`src/rtl/bomba_sched_if.sv`:
```
// Signal bundle between the watering decision logic and the pump scheduler.
// The master side raises requests and pot sizes; the slave side (scheduler) drives valves and pump.
interface bomba_sched_if #(
    parameter int N_ZONES = 4
);
    logic                   mod_bomba;
    logic [N_ZONES-1:0]     regar;
    logic [4*N_ZONES-1:0]   maceta;
    logic [N_ZONES-1:0]     valve;
    logic                   activar_b;
    logic                   busy;
    logic [1:0]             zone_id;
    logic [N_ZONES-1:0]     done;

    modport master (
        output mod_bomba, regar, maceta,
        input  valve, activar_b, busy, zone_id, done
    );

    modport slave (
        input  mod_bomba, regar, maceta,
        output valve, activar_b, busy, zone_id, done
    );
endinterface

```
`src/rtl/bomba_sched.sv`:
```
// Shares one pump among four pot zones: latch requests, grant one zone, run valve/pump/drain.
// Optional macro BOMBA_SCHED_PRIORITY_EN: fixed lowest-index priority instead of round-robin.
module bomba_sched #(
    parameter int N_ZONES       = 4,
    parameter int TICKS_PER_SEC = 50_000_000,
    parameter int VALVE_SEC     = 1,
    parameter int SEC_PER_SIZE  = 30
) (
    input  logic         clk,
    input  logic         rst,
    bomba_sched_if.slave bus
);
    localparam int TW = (TICKS_PER_SEC > 1) ? $clog2(TICKS_PER_SEC) : 1;
    localparam logic [TW-1:0] TICK_MAX = TW'(TICKS_PER_SEC - 1);

    typedef enum logic [1:0] {IDLE, VALVE, PUMP, DRAIN} state_t;

    state_t         state_q, state_d;
    logic [TW-1:0]  tick_q, tick_d;
    logic [6:0]     sec_q, sec_d;
    logic [6:0]     pump_sec_q, pump_sec_d;
    logic [1:0]     zone_q, zone_d;
    logic [1:0]     last_q, last_d;
    logic [3:0]     pending_q, pending_d;
    logic [3:0]     valve_q, valve_d;
    logic [3:0]     done_q, done_d;
    logic           pump_q, pump_d;
    logic           busy_q, busy_d;

    logic [3:0]     req_ok;
    logic           grant_vld;
    logic [1:0]     grant_idx;
    logic [3:0]     size_sel;
    logic [6:0]     sec_lim;
    logic           state_end;

    // A request only counts while the pump module is present and the pot size is 1..3.
    genvar gi;
    for (gi = 0; gi < N_ZONES; gi++) begin : g_zone
        logic [3:0] size;
        assign size       = bus.maceta[4*gi +: 4];
        assign req_ok[gi] = bus.regar[gi] & bus.mod_bomba &
                            ((size == 4'd1) | (size == 4'd2) | (size == 4'd3));
    end

    always_comb begin
        logic [1:0] idx;
        idx       = 2'd0;
        grant_vld = 1'b0;
        grant_idx = 2'd0;
`ifdef BOMBA_SCHED_PRIORITY_EN
        for (int k = N_ZONES - 1; k >= 0; k--) begin
            if (pending_q[k]) begin
                grant_vld = 1'b1;
                grant_idx = 2'(k);
            end
        end
`else
        // Scan downward so the zone closest after last_q is the one left standing.
        for (int k = N_ZONES; k >= 1; k--) begin
            idx = 2'(int'(last_q) + k);
            if (pending_q[idx]) begin
                grant_vld = 1'b1;
                grant_idx = idx;
            end
        end
`endif
    end

    assign size_sel  = bus.maceta[{grant_idx, 2'b00} +: 4];
    assign sec_lim   = (state_q == PUMP) ? pump_sec_q : 7'(VALVE_SEC);
    assign state_end = (tick_q == TICK_MAX) && (sec_q == sec_lim - 7'd1);

    always_comb begin
        state_d    = state_q;
        zone_d     = zone_q;
        last_d     = last_q;
        pump_sec_d = pump_sec_q;
        done_d     = 4'b0000;

        if (state_q != IDLE && !bus.mod_bomba) begin
            // Interrupted zone keeps its pending bit and last_q stays put.
            state_d = IDLE;
        end else begin
            case (state_q)
                IDLE: begin
                    if (grant_vld && bus.mod_bomba) begin
                        state_d    = VALVE;
                        zone_d     = grant_idx;
                        pump_sec_d = 7'(int'(size_sel) * SEC_PER_SIZE);
                    end
                end
                VALVE: if (state_end) state_d = PUMP;
                PUMP:  if (state_end) state_d = DRAIN;
                DRAIN: begin
                    if (state_end) begin
                        state_d = IDLE;
                        done_d  = 4'b0001 << zone_q;
                        last_d  = zone_q;
                    end
                end
                default: state_d = IDLE;
            endcase
        end

        pending_d = (pending_q | req_ok) & ~done_d;

        tick_d = tick_q;
        sec_d  = sec_q;
        if (state_d != state_q || state_q == IDLE) begin
            tick_d = '0;
            sec_d  = 7'd0;
        end else if (tick_q == TICK_MAX) begin
            tick_d = '0;
            sec_d  = sec_q + 7'd1;
        end else begin
            tick_d = tick_q + TW'(1);
        end

        valve_d = (state_d == IDLE) ? 4'b0000 : (4'b0001 << zone_d);
        pump_d  = (state_d == PUMP);
        busy_d  = (state_d != IDLE);
    end

    always_ff @(posedge clk) begin
        if (rst) begin
            state_q    <= IDLE;
            tick_q     <= '0;
            sec_q      <= 7'd0;
            pump_sec_q <= 7'd0;
            zone_q     <= 2'd0;
            last_q     <= 2'd3;
            pending_q  <= 4'b0000;
            valve_q    <= 4'b0000;
            done_q     <= 4'b0000;
            pump_q     <= 1'b0;
            busy_q     <= 1'b0;
        end else begin
            state_q    <= state_d;
            tick_q     <= tick_d;
            sec_q      <= sec_d;
            pump_sec_q <= pump_sec_d;
            zone_q     <= zone_d;
            last_q     <= last_d;
            pending_q  <= pending_d;
            valve_q    <= valve_d;
            done_q     <= done_d;
            pump_q     <= pump_d;
            busy_q     <= busy_d;
        end
    end

    assign bus.valve     = valve_q;
    assign bus.activar_b = pump_q;
    assign bus.busy      = busy_q;
    assign bus.zone_id   = zone_q;
    assign bus.done      = done_q;
endmodule

```
`src/flat_wrapper.sv`:
```
// flat-port wrapper written by rule: the top's interface ports become plain ports
module bomba_sched_flat 
#(
    parameter int N_ZONES       = 4,
    parameter int TICKS_PER_SEC = 50_000_000,
    parameter int VALVE_SEC     = 1,
    parameter int SEC_PER_SIZE  = 30
)
  (clk, rst, bus_mod_bomba, bus_regar, bus_maceta, bus_valve, bus_activar_b, bus_busy, bus_zone_id, bus_done);
  bomba_sched_if #(.N_ZONES(N_ZONES)) bus_i ();
  input  logic clk;
  input  logic rst;
  input wire logic [$bits(bus_i.mod_bomba)-1:0] bus_mod_bomba;
  input wire logic [$bits(bus_i.regar)-1:0] bus_regar;
  input wire logic [$bits(bus_i.maceta)-1:0] bus_maceta;
  output wire logic [$bits(bus_i.valve)-1:0] bus_valve;
  output wire logic [$bits(bus_i.activar_b)-1:0] bus_activar_b;
  output wire logic [$bits(bus_i.busy)-1:0] bus_busy;
  output wire logic [$bits(bus_i.zone_id)-1:0] bus_zone_id;
  output wire logic [$bits(bus_i.done)-1:0] bus_done;
  assign bus_i.mod_bomba = bus_mod_bomba;
  assign bus_i.regar = bus_regar;
  assign bus_i.maceta = bus_maceta;
  assign bus_valve = bus_i.valve;
  assign bus_activar_b = bus_i.activar_b;
  assign bus_busy = bus_i.busy;
  assign bus_zone_id = bus_i.zone_id;
  assign bus_done = bus_i.done;
  bomba_sched #(.N_ZONES(N_ZONES), .TICKS_PER_SEC(TICKS_PER_SEC), .VALVE_SEC(VALVE_SEC), .SEC_PER_SIZE(SEC_PER_SIZE)) u_core (.clk(clk), .rst(rst), .bus(bus_i));
endmodule
```
`config.mk`:
```
export PLATFORM = sky130hd
export DESIGN_NAME = bomba_sched_flat
export DESIGN_NICKNAME = d
export VERILOG_FILES = /design/src/rtl/bomba_sched_if.sv /design/src/rtl/bomba_sched.sv /design/src/flat_wrapper.sv
export SDC_FILE = /design/constraint.sdc
export NUM_CORES = 1
export LEC_CHECK = 0
export CAP_MARGIN = 25
export CORE_AREA = 2 2 99 101
export CTS_CLUSTER_SIZE = 14
export DETAILED_ROUTE_END_ITERATION = 8
export DIE_AREA = 0 0 101 103
export PLACE_DENSITY = 0.59
export SYNTH_ARGS = -nofsm -noshare
export SYNTH_HDL_FRONTEND = slang
export SYNTH_SLANG_ARGS = --single-unit
```
`constraint.sdc`:
```
create_clock -name clk -period 7.16 [get_ports clk]
set_input_delay 0.716 -clock clk [delete_from_list [all_inputs] [get_ports clk]]
set_output_delay 0.716 -clock clk [all_outputs]
set_load 0.01 [all_outputs]
```
==> report_table.html <==
<table>
<tr><th>Metric</th><th>Value</th></tr>
<tr><th colspan="2">Status</th></tr>
<tr><td>Outcome</td><td>completed</td></tr>
<tr><th colspan="2">Synth</th></tr>
<tr><td>Synthesized cell area</td><td>3220 µm²</td></tr>
<tr><td>Fraction of the yosys area taken by sequential cells</td><td>36.7%</td></tr>
<tr><td>Post-synth net total</td><td>417</td></tr>
<tr><td>Total of flip-flops plus latches after synthesis</td><td>59</td></tr>
<tr><td>Post-synthesis average cell area</td><td>8.45 µm²</td></tr>
<tr><td>Yosys warning count</td><td>0</td></tr>
<tr><td>Mapped Cells</td><td>381</td></tr>
<tr><td>Main synth FF type</td><td>sky130_fd_sc_hd__dfxtp_1</td></tr>
<tr><td>Count of unique library cells instantiated by Yosys</td><td>50</td></tr>
<tr><td>Share of flip-flops with an asynchronous set or reset after synthesis</td><td>0%</td></tr>
<tr><td>Count of flip-flops with a built-in enable after synthesis</td><td>0</td></tr>
<tr><th colspan="2">STA</th></tr>
<tr><td>Final worst path period share</td><td>53.3%</td></tr>
<tr><td>Final count of hold timing violations</td><td>0</td></tr>
<tr><td>Unrepaired setup endpoints after global routing</td><td>false</td></tr>
<tr><td>Worst-Margin Slew</td><td>1.01 ns</td></tr>
<tr><td>Layout Skew</td><td>0.0175 ns</td></tr>
<tr><td>Final critical delay including setup and external delays</td><td>3.82 ns</td></tr>
<tr><td>Relative slew slack</td><td>32.6%</td></tr>
<tr><td>Final setup violating endpoints</td><td>0</td></tr>
<tr><td>Achievable clock frequency</td><td>262 MHz</td></tr>
<tr><td>Max Slew Vio Count</td><td>0</td></tr>
<tr><td>TNS Setup</td><td>0 ns</td></tr>
<tr><th colspan="2">Die</th></tr>
<tr><td>Area of the die</td><td>10400 µm²</td></tr>
<tr><td>Die Span Y</td><td>103 µm</td></tr>
<tr><td>Area of the placeable core</td><td>9460 µm²</td></tr>
<tr><td>Overall die width</td><td>101 µm</td></tr>
<tr><td>Starting density of the core</td><td>34.0%</td></tr>
<tr><td>Number of I/O pins</td><td>35</td></tr>
<tr><td>Cell row count</td><td>36</td></tr>
<tr><th colspan="2">Final layout</th></tr>
<tr><td>Sequential cell area</td><td>1180 µm²</td></tr>
<tr><td>Post-route non-filler standard cell count</td><td>532</td></tr>
<tr><td>Number of fillers in the final layout</td><td>941</td></tr>
<tr><td>Number of nets in the final layout</td><td>449</td></tr>
<tr><td>Footprint of the multi-input gates</td><td>1910 µm²</td></tr>
<tr><td>Area delta synth-&gt;final</td><td>20.0%</td></tr>
<tr><td>Antenna diode count</td><td>0</td></tr>
<tr><td>Final non-filler cell area</td><td>3860 µm²</td></tr>
<tr><td>Fraction of layout instances using a drive strength above 1</td><td>6.94%</td></tr>
<tr><th colspan="2">Critical path</th></tr>
<tr><td>Startpoint Class</td><td>flip-flop</td></tr>
<tr><td>Signal arrival time at the worst endpoint</td><td>4.02 ns</td></tr>
<tr><td>Endpoint required time on the critical path</td><td>7.36 ns</td></tr>
<tr><td>Worst setup path category</td><td>reg2reg</td></tr>
<tr><td>Crit-path max FO</td><td>6</td></tr>
<tr><td>Critical Path End Type</td><td>flip-flop</td></tr>
<tr><th colspan="2">Clock network</th></tr>
<tr><td>Number of buffers inserted for hold repair after clock tree synthesis</td><td>0</td></tr>
<tr><td>Deepest clock path buffer count</td><td>2</td></tr>
<tr><td>Clock tree from TritonCTS</td><td>yes</td></tr>
<tr><td>Clock-pin slew on the worst setup and hold paths</td><td>0.07 ns</td></tr>
<tr><td>Sink Count</td><td>59</td></tr>
<tr><td>Clk_lat worst skew</td><td>0.35 ns</td></tr>
<tr><td>CTS buffer count</td><td>9</td></tr>
<tr><td>Number of H-tree branching levels</td><td>3</td></tr>
<tr><td>PostCTS Resize Cnt</td><td>0</td></tr>
<tr><td>Clk Tree Root Cell</td><td>sky130_fd_sc_hd__clkbuf_8</td></tr>
<tr><td>Number of buffers added for setup after CTS</td><td>0</td></tr>
<tr><th colspan="2">Power</th></tr>
<tr><td>Proportion of power drawn by the clock network</td><td>42.0%</td></tr>
<tr><td>Relative contribution of sequential cells to total power</td><td>44.4%</td></tr>
<tr><td>Total leakage power</td><td>1.31 nW</td></tr>
<tr><td>Power density over the cells</td><td>198 nW/µm²</td></tr>
<tr><td>Comb pwr share</td><td>13.6%</td></tr>
<tr><td>Switching power of the nets</td><td>0.212 mW</td></tr>
<tr><td>Internal power consumption</td><td>0.551 mW</td></tr>
<tr><td>Share of total power consumed by net switching</td><td>27.8%</td></tr>
<tr><td>Worst voltage drop across the vdd grid</td><td>0.0000952 V</td></tr>
<tr><th colspan="2">Global routing</th></tr>
<tr><td>Pin count of the biggest net entering global routing</td><td>26</td></tr>
<tr><td>Total overflow reported by the global router</td><td>0</td></tr>
<tr><td>Global-route wire length before repair</td><td>12.2 mm</td></tr>
<tr><td>Vias in the first global route</td><td>2654</td></tr>
<tr><td>Number of antenna violations at the first check in global routing</td><td>0</td></tr>
<tr><td>GRT Resource Usage Total</td><td>14.6%</td></tr>
<tr><th colspan="2">Place</th></tr>
<tr><td>Placed cell area</td><td>3650 µm²</td></tr>
<tr><td>Routability cong.</td><td>0.807</td></tr>
<tr><td>Placed insts</td><td>514</td></tr>
<tr><td>Count of buffers inserted at the top-level ports</td><td>34</td></tr>
<tr><td>Post-detail-place hpwl</td><td>5.16 mm</td></tr>
<tr><th colspan="2">Detailed routing</th></tr>
<tr><td>Vias per cell</td><td>5.17</td></tr>
<tr><td>DRC violation count after routing</td><td>0</td></tr>
<tr><td>Drt pass-1 iters</td><td>4</td></tr>
<tr><td>Number of nets with antenna violations after routing</td><td>0</td></tr>
<tr><td>First-iteration detailed-routing DRC count</td><td>130</td></tr>
<tr><td>Total wire length</td><td>7.06 mm</td></tr>
<tr><td>Total via count after detailed routing</td><td>2753</td></tr>
<tr><td>Routed wire per std cell</td><td>13.3 µm</td></tr>
<tr><th colspan="2">Job</th></tr>
<tr><td>MaxCap Viol Count</td><td>0</td></tr>
<tr><th colspan="2">Hold path</th></tr>
<tr><td>Min-Delay Path Class</td><td>reg2reg</td></tr>
</table>
layout by cell type (no fill, tap or decap), drive strengths merged, types with 2 or more instances in the layout:
master and count:
or4 4, or2 3, inv 23, o21ai 16
nand2b 5, ha 8, nor3b 2, nor3 6
fa 5, o31ai 2, or3 6, mux2i 20
a21oi 15, buf 2, a21o 2, nor2 54
mux2 2, nand3b 4, xor2 19, and4 3
o211ai 3, nand4 11, nor2b 5, a31oi 8
clkdlybuf4s50 34, nor4 15, dfxtp 59, nand3 15
clkbuf 9, nand2 26, o32ai 2, xnor2 12
nand4b 3
power groups by stage:
stage                     Sequential [mW]  Combinational [mW]  Clock (mW)
final                               0.339               0.104       0.321
after CTS                           0.339               0.106       0.328
after global placement              0.346               0.102           0
after global routing                0.340               0.120       0.346
after detailed placement            0.346               0.106           0
after floorplan                     0.342              0.0777           0
layer usage:
layer	vias up	global-route usage [%]	wire length, µm
met5	-	0	0
met4	0	4.68	97
met3	11	3.93	327
met2	58	23.9	3260
met1	1275	18.7	3370
li1	1409	-	-
cell type report:
class,instances,share of cell area [%]
multi-input combinational,288,49.4
inverter,19,1.85
clock buffer,9,3.21
clock inverter,7,2.10
sequential,59,30.6
timing repair buffer,36,9.13
tap,114,3.69
sequential cells by signal, indices dropped and copies added (netlist names):
name                  cells
u_core.bus.busy           1
u_core.state_q            2
u_core.last_q             2
u_core.pump_sec_q         6
u_core.bus.valve          4
u_core.pending_q          4
u_core.sec_q              7
u_core.bus.activar_b      1
u_core.tick_q            26
u_core.bus.zone_id        2
u_core.bus.done           4
worst paths after layout:
check                 startpoint                   end  slack [ns]  cells past startpoint
max          u_core.pending_q[3]  u_core.pump_sec_q[6]        3.34                     14
max reg2reg  u_core.pending_q[3]  u_core.pump_sec_q[6]        3.34                     14
min reg2reg     u_core.tick_q[0]      u_core.tick_q[0]        0.46                      1
min             u_core.tick_q[0]      u_core.tick_q[0]        0.46                      1
kinds of logic (layout without fill, tap and decap cells):
logic type / Yosys count / in the layout / share of synthesized area, %
XOR/XNOR: 31 / 31 / 8.43
AND/OR/NAND/NOR: 166 / 166 / 26.8
flip-flops: 59 / 59 / 36.7
buffers and inverters: 34 / 71 / 4.00
adder cells (fa/ha/maj): 13 / 13 / 6.22
multiplexers: 22 / 22 / 6.92
AO/OA/AOI/OAI: 56 / 56 / 11.0
cells in the mapped netlist, types with 3 or more instances:
cell / instances / area, µm²
sky130_fd_sc_hd__nand2b_1: 5 / 31.3
sky130_fd_sc_hd__nor3_1: 6 / 30.0
sky130_fd_sc_hd__o211ai_1: 3 / 22.5
sky130_fd_sc_hd__fa_1: 5 / 100
sky130_fd_sc_hd__a31oi_1: 8 / 50.1
sky130_fd_sc_hd__mux2i_1: 20 / 200
sky130_fd_sc_hd__nand2_1: 26 / 97.6
sky130_fd_sc_hd__nor2b_1: 5 / 31.3
sky130_fd_sc_hd__nor2_1: 54 / 203
sky130_fd_sc_hd__a21oi_1: 15 / 75.1
sky130_fd_sc_hd__ha_1: 8 / 100
sky130_fd_sc_hd__nand3_1: 14 / 70.1
sky130_fd_sc_hd__o21ai_0: 15 / 75.1
sky130_fd_sc_hd__or2_2: 3 / 18.8
sky130_fd_sc_hd__nor4_1: 15 / 93.8
sky130_fd_sc_hd__nand4b_1: 3 / 26.3
sky130_fd_sc_hd__xor2_1: 19 / 166
sky130_fd_sc_hd__xnor2_1: 12 / 105
sky130_fd_sc_hd__clkbuf_1: 13 / 48.8
sky130_fd_sc_hd__nand3b_1: 4 / 30.0
sky130_fd_sc_hd__nand4_1: 11 / 68.8
sky130_fd_sc_hd__or3_1: 5 / 31.3
sky130_fd_sc_hd__inv_1: 19 / 71.3
sky130_fd_sc_hd__dfxtp_1: 59 / 1180
sky130_fd_sc_hd__or4_1: 3 / 22.5
per-stage QoR:
step	setup slack, ns	utilization (%)	total power [mW]	hold slack [ns]
after floorplan	3.63	-	0.420	0.418
after global placement	3.14	38.5	0.448	0.433
after detailed placement	2.97	38.5	0.452	0.444
after CTS	2.95	40.7	0.773	0.458
after global routing	2.99	40.8	0.806	0.478
final	3.34	40.8	0.764	0.458
worst max-delay path, stage by stage (launching register included):
cell and delay, ns:
sky130_fd_sc_hd__dfxtp_1 0.38, sky130_fd_sc_hd__nor2b_1 0.21, sky130_fd_sc_hd__a21oi_1 0.06, sky130_fd_sc_hd__o221ai_1 0.51
sky130_fd_sc_hd__mux2i_1 0.36, sky130_fd_sc_hd__inv_1 0.10, sky130_fd_sc_hd__fa_1 0.53, sky130_fd_sc_hd__fa_1 0.55
sky130_fd_sc_hd__inv_1 0.07, sky130_fd_sc_hd__ha_1 0.29, sky130_fd_sc_hd__a21o_1 0.16, sky130_fd_sc_hd__a21oi_1 0.16
sky130_fd_sc_hd__xnor2_1 0.09, sky130_fd_sc_hd__mux2i_1 0.14, sky130_fd_sc_hd__nor2_1 0.06
Power figures use the tool's default switching activity.
